File: src/rtl/rv_pkg.sv
// Constants shared by the RV32I pipeline stages (fetch, decode, immediate generation).
// No logic here.
// No flow control here.
package rv_pkg;

    localparam int XLEN = 32;

    // addi x0, x0, 0 : the architectural bubble
    localparam logic [31:0] NOP_INSTR = 32'h0000_0013;

    localparam logic [6:0] OP_LOAD   = 7'b0000011;
    localparam logic [6:0] OP_IMM    = 7'b0010011;
    localparam logic [6:0] OP_STORE  = 7'b0100011;
    localparam logic [6:0] OP_BRANCH = 7'b1100011;

endpackage

File: src/rtl/if_id_stage_pc_reg.sv
// Program counter with load (redirect), hold (stall) and +4 increment.
// Latency: new value visible one edge after load/increment.
// Backpressure: hold freezes the PC; load overrides hold.
module pc_reg
    import rv_pkg::*;
#(
    parameter int              XLEN     = rv_pkg::XLEN,
    parameter logic [XLEN-1:0] RESET_PC = '0
) (
    input  logic            clk,
    input  logic            rst_n,
    input  logic            load,
    input  logic            hold,
    input  logic [XLEN-1:0] load_pc,
    output logic [XLEN-1:0] pc
);

    localparam logic [XLEN-1:0] PC_STEP = 4;

    always_ff @(posedge clk) begin
        if (!rst_n) begin
            pc <= RESET_PC;
        end else if (load) begin
            pc <= load_pc;
        end else if (!hold) begin
            pc <= pc + PC_STEP;   // wraps modulo 2^XLEN
        end
    end

endmodule

File: src/rtl/if_id_stage.sv
// Fetch stage plus IF/ID register: drives imem_addr from the PC and latches instr/PC for ID.
// Latency: imem_addr combinational from pc; 1 cycle from pc to id_instr.
// Backpressure: stall holds PC and IF/ID; redirect wins over stall and flushes IF/ID.
module if_id_stage
    import rv_pkg::*;
#(
    parameter logic [31:0] RESET_PC = 32'h0000_0000,
    parameter int          XLEN     = rv_pkg::XLEN
) (
    input  logic            clk,
    input  logic            rst_n,
    input  logic            stall,
    input  logic            redirect,
    input  logic [XLEN-1:0] redirect_pc,
    output logic [XLEN-1:0] imem_addr,
    input  logic [31:0]     imem_rdata,
    output logic [31:0]     id_instr,
    output logic [XLEN-1:0] id_pc,
    output logic [XLEN-1:0] id_pc_plus4,
    output logic            id_valid,
    output logic            misalign
);

    localparam logic [XLEN-1:0] PC_STEP = 4;

    logic [XLEN-1:0] pc;
    logic [XLEN-1:0] target_pc;

    // Targets are forced word aligned; the low bits only feed the sticky flag.
    assign target_pc = {redirect_pc[XLEN-1:2], 2'b00};

    pc_reg #(
        .XLEN     (XLEN),
        .RESET_PC (RESET_PC)
    ) u_pc_reg (
        .clk     (clk),
        .rst_n   (rst_n),
        .load    (redirect),
        .hold    (stall),
        .load_pc (target_pc),
        .pc      (pc)
    );

    assign imem_addr = pc;

    always_ff @(posedge clk) begin
        if (!rst_n) begin
            id_instr    <= NOP_INSTR;
            id_pc       <= RESET_PC;
            id_pc_plus4 <= RESET_PC + PC_STEP;
            id_valid    <= 1'b0;
            misalign    <= 1'b0;
        end else if (redirect) begin
            // Flush: id_pc/id_pc_plus4 keep their last values for the bubble.
            id_instr <= NOP_INSTR;
            id_valid <= 1'b0;
            if (redirect_pc[1:0] != 2'b00) begin
                misalign <= 1'b1;
            end
        end else if (!stall) begin
            id_instr    <= imem_rdata;
            id_pc       <= pc;
            id_pc_plus4 <= pc + PC_STEP;
            id_valid    <= 1'b1;
        end
    end

endmodule

File: config.mk
export PLATFORM = sky130hd
export DESIGN_NAME = if_id_stage
export DESIGN_NICKNAME = d
export VERILOG_FILES = /design/src/rtl/rv_pkg.sv /design/src/rtl/if_id_stage_pc_reg.sv /design/src/rtl/if_id_stage.sv
export SDC_FILE = /design/constraint.sdc
export NUM_CORES = 1
export LEC_CHECK = 0
export CORE_MARGIN = 2
export CORE_UTILIZATION = 35
export CTS_CLUSTER_DIAMETER = 40
export DETAILED_ROUTE_END_ITERATION = 7
export PLACE_DENSITY_LB_ADDON = 0.08
export RECOVER_POWER = 25
export SLEW_MARGIN = 5
export SYNTH_ARGS = -nofsm -noshare
export SYNTH_HDL_FRONTEND = slang
export SYNTH_SLANG_ARGS = --single-unit
File: constraint.sdc
create_clock -name clk -period 5.6 [get_ports clk]
set_input_delay 0.84 -clock clk [delete_from_list [all_inputs] [get_ports clk]]
set_output_delay 0.84 -clock clk [all_outputs]
set_load 0.01 [all_outputs]
==> summary.md <==
| Metric | Value |
|---|---|
| Max cap viols | `0` |
| Worst Setup Path Type | `input pin to flip-flop` |
| Pwr dens | `293 nW/um2` |
| Clk sinks | `124` |
| Commonest non-fill, non-tap cell in the layout | `clkdlybuf4s50_1` |
| Largest net degree at the start of global routing | `56` |
| Reg area | `2480 um2` |
| Yosys cell types | `42` |
| Synth Area in Compound Gates | `16.8%` |
| RSZ-0062 raised after global routing | `false` |
| Drt total wl | `16400 um` |
| Post-Layout Inst Area | `7870 um2` |
| Maximum clock rate | `327 MHz` |
| Post-CTS Resized | `0` |
| Synth top area share | `46.1%` |
| Seq/Total Area, Yosys | `46.1%` |
| Filler cells | `1413` |
| Synthesized flop and latch total | `124` |
| Final setup fails | `0` |
| Worst Hold Slack | `0.443 ns` |
| Final Wtd Congestion | `0.815` |
| Peak VDD IR | `0.000231 V` |
| Setup Fix Bufs, Post-CTS | `0` |
| CTS buffer count | `17` |
| Die W | `128 um` |
| Initial Utilization | `35.7%` |
| Synth Area in XOR/XNOR | `3.74%` |
| Status | `finished clean` |
| Fin. max-slew vios | `0` |
| Synth-to-layout area growth | `46.2%` |
| Max_slew headroom | `32.5%` |
| ANT nets after route | `0` |
| Hold Crit Class | `flip-flop to flip-flop` |
| Row Count | `45` |
| Sw Ratio | `24.5%` |
| Actual slew at the worst max-slew pin | `1.01 ns` |
| Clk slew on worst S/H paths | `0.06 ns` |
| Post-Syn Area | `5380 um2` |
| Top cells by area, synth | `dfxtp_1 46%, mux2i_1 6.5%, nand2_1 5.6%, o21ai_0 5.4%, a21oi_1 4.8%` |
| Worst Path Max Fanout | `45` |
| Iter 0 DRT Violations | `317` |
| Post-DP HPWL | `11200 um` |
| Internal | `1740 uW` |
| Net switching power | `564 uW` |
| Post-synthesis mux area share | `6.51%` |
| CTS root buf | `clkbuf_16` |
| Top_reg_cell synth | `dfxtp_1` |
| Gate Count Post-Synth | `641` |
| Share of cells above drive strength 1 | `5.07%` |
| Worst R2R Path Depth | `4` |
| Commonest non-fill, non-tap cells in the layout | `128 x clkdlybuf4s50_1, 124 x dfxtp_1, 80 x nand2_1, 62 x dlygate4sd3_1, 58 x o21ai_0` |
| CTS tree | `done` |
| GR Overflow Total | `0` |
| Clock power frac | `45.3%` |
| Worst skew pair latency | `0.42 ns` |
| CP startpoint kind | `input pin` |
| Largest area contributor in the synthesized netlist | `dfxtp_1` |
| Largest register by flop count | `id_instr` |
| Port bufs | `191` |
| Post-route setup slack | `2.54 ns` |
| Endpoints failing hold | `0` |
| YS warnings | `0` |
| Element type at the critical path end | `flip-flop` |
| Adder-Cell Fraction of Synth Area | `0.233%` |
| Largest family of logic cells by synthesized area | `simple AND/OR/NAND/NOR gates` |
| Post-synth EDFFs | `0` |
| Critical path required time | `5.92 ns` |
| Synth async-reset ratio | `0%` |
| Worst clock skew | `0.0112 ns` |
| DR WL/cell | `16.5 um` |
| Antenna violations before repair | `0` |
| Post-Synth Simple-Gate Area | `20.7%` |
| Comb pwr share | `12.2%` |
| Vias in the first global route | `4961` |
| DP Area | `7310 um2` |
| Final net count | `866` |
| Setup TNS Final | `0 ns` |
| Footprint of the multi-input gates | `2620 um2` |
| Max FFs per register | `32` |
| Pre-CTS WS | `2.15 ns` |
| Power Total | `2300 uW` |
| WHS Path Cells | `2` |
| # H-tree levels | `4` |
| DRC errors left | `0` |
| Diode count | `0` |
| Die Ht | `128 um` |
| Leak pwr | `0.00291 uW` |
| Hold-fix buffers, CTS | `0` |
| Die area | `16400 um2` |
| Drt pass-1 iters | `4` |
| Ports | `198` |
| Syn_area_per_cell | `8.40 um2` |
| Max clock buf depth | `2` |
| Tcrit/Tclk final | `54.6%` |
| Vias/cell | `5.18` |
| Worst Path Arrival | `3.37 ns` |
| GR Util All Layers | `20.6%` |
| Core Region | `15100 um2` |
| Vias | `5168` |
| First-pass GRT wire length | `26500 um` |
| Fin crit period | `3.06 ns` |
| Seq pwr share | `42.5%` |
## synthesized netlist by cell type, types with 2 or more instances
cell type  number
a31oi_1        16
clkbuf_1       47
a21oi_1        52
nand3_1         8
o21ai_0        58
a311oi_1        8
inv_1           8
and4_1          5
xor2_1          2
nor2_1         53
nand4_1        11
nor3_1         19
xnor2_1        21
buf_4           6
nor3b_1         4
buf_2           7
nor4_1          9
nand2_1        80
or2_2           2
or3_1          14
o31ai_1        12
or4_1          14
dfxtp_1       124
a211oi_1        8
buf_1           2
mux2i_1        35
## cell families after synthesis
logic type / after synthesis
flops: 124
compound gates: 158
simple gates: 227
xor+xnor: 23
fa+ha+maj: 1
mux: 35
other cells: 1
buf+inv: 72
## metal layers
layer  GRT usage, %  up-vias  wire (um)
met1           26.8     2399       7660
met5              0        -          0
met4           5.37        0        123
met2           31.0      168       7270
met3           9.39        7       1400
li1               -     2594          -
## final timing paths
| check | slack (ns) | startpoint | endpoint |
|---|---|---|---|
| hold reg to reg | 0.44 | misalign | misalign |
| hold / removal | 0.44 | misalign | misalign |
| setup / recovery | 2.54 | redirect | id_pc_plus4[8] |
| setup reg to reg | 2.77 | u_pc_reg.pc[7] | id_pc_plus4[26] |
## critical path, cell delays in order
cell	delay, ns
clkdlybuf4s50_1	0.78
nor2_4	0.85
buf_4	0.51
nor2_1	0.09
a311oi_1	0.29
## final cells by class
type | count | share of cell area [%]
sequential | 124 | 31.5
clock inverter | 8 | 0.827
inverter | 8 | 0.382
timing repair buffer | 196 | 24.7
tap | 188 | 2.99
multi-input combinational | 450 | 33.2
clock buffer | 23 | 6.33
## through the flow
step	utilization [%]	std cells
after global routing	52.2	997
after global placement	48.4	966
final	52.2	997
after CTS	52.2	997
after detailed placement	48.4	966
after floorplan	-	646
## power groups by stage
stage | Sequential (uW) | Clock, uW | Combinational [uW]
global placement | 997 | 0 | 285
finish | 979 | 1040 | 281
global route | 986 | 1100 | 309
floorplan | 995 | 0 | 124
CTS | 980 | 1060 | 290
detailed placement | 998 | 0 | 288
No activity file was read; power rests on OpenSTA's default activity.
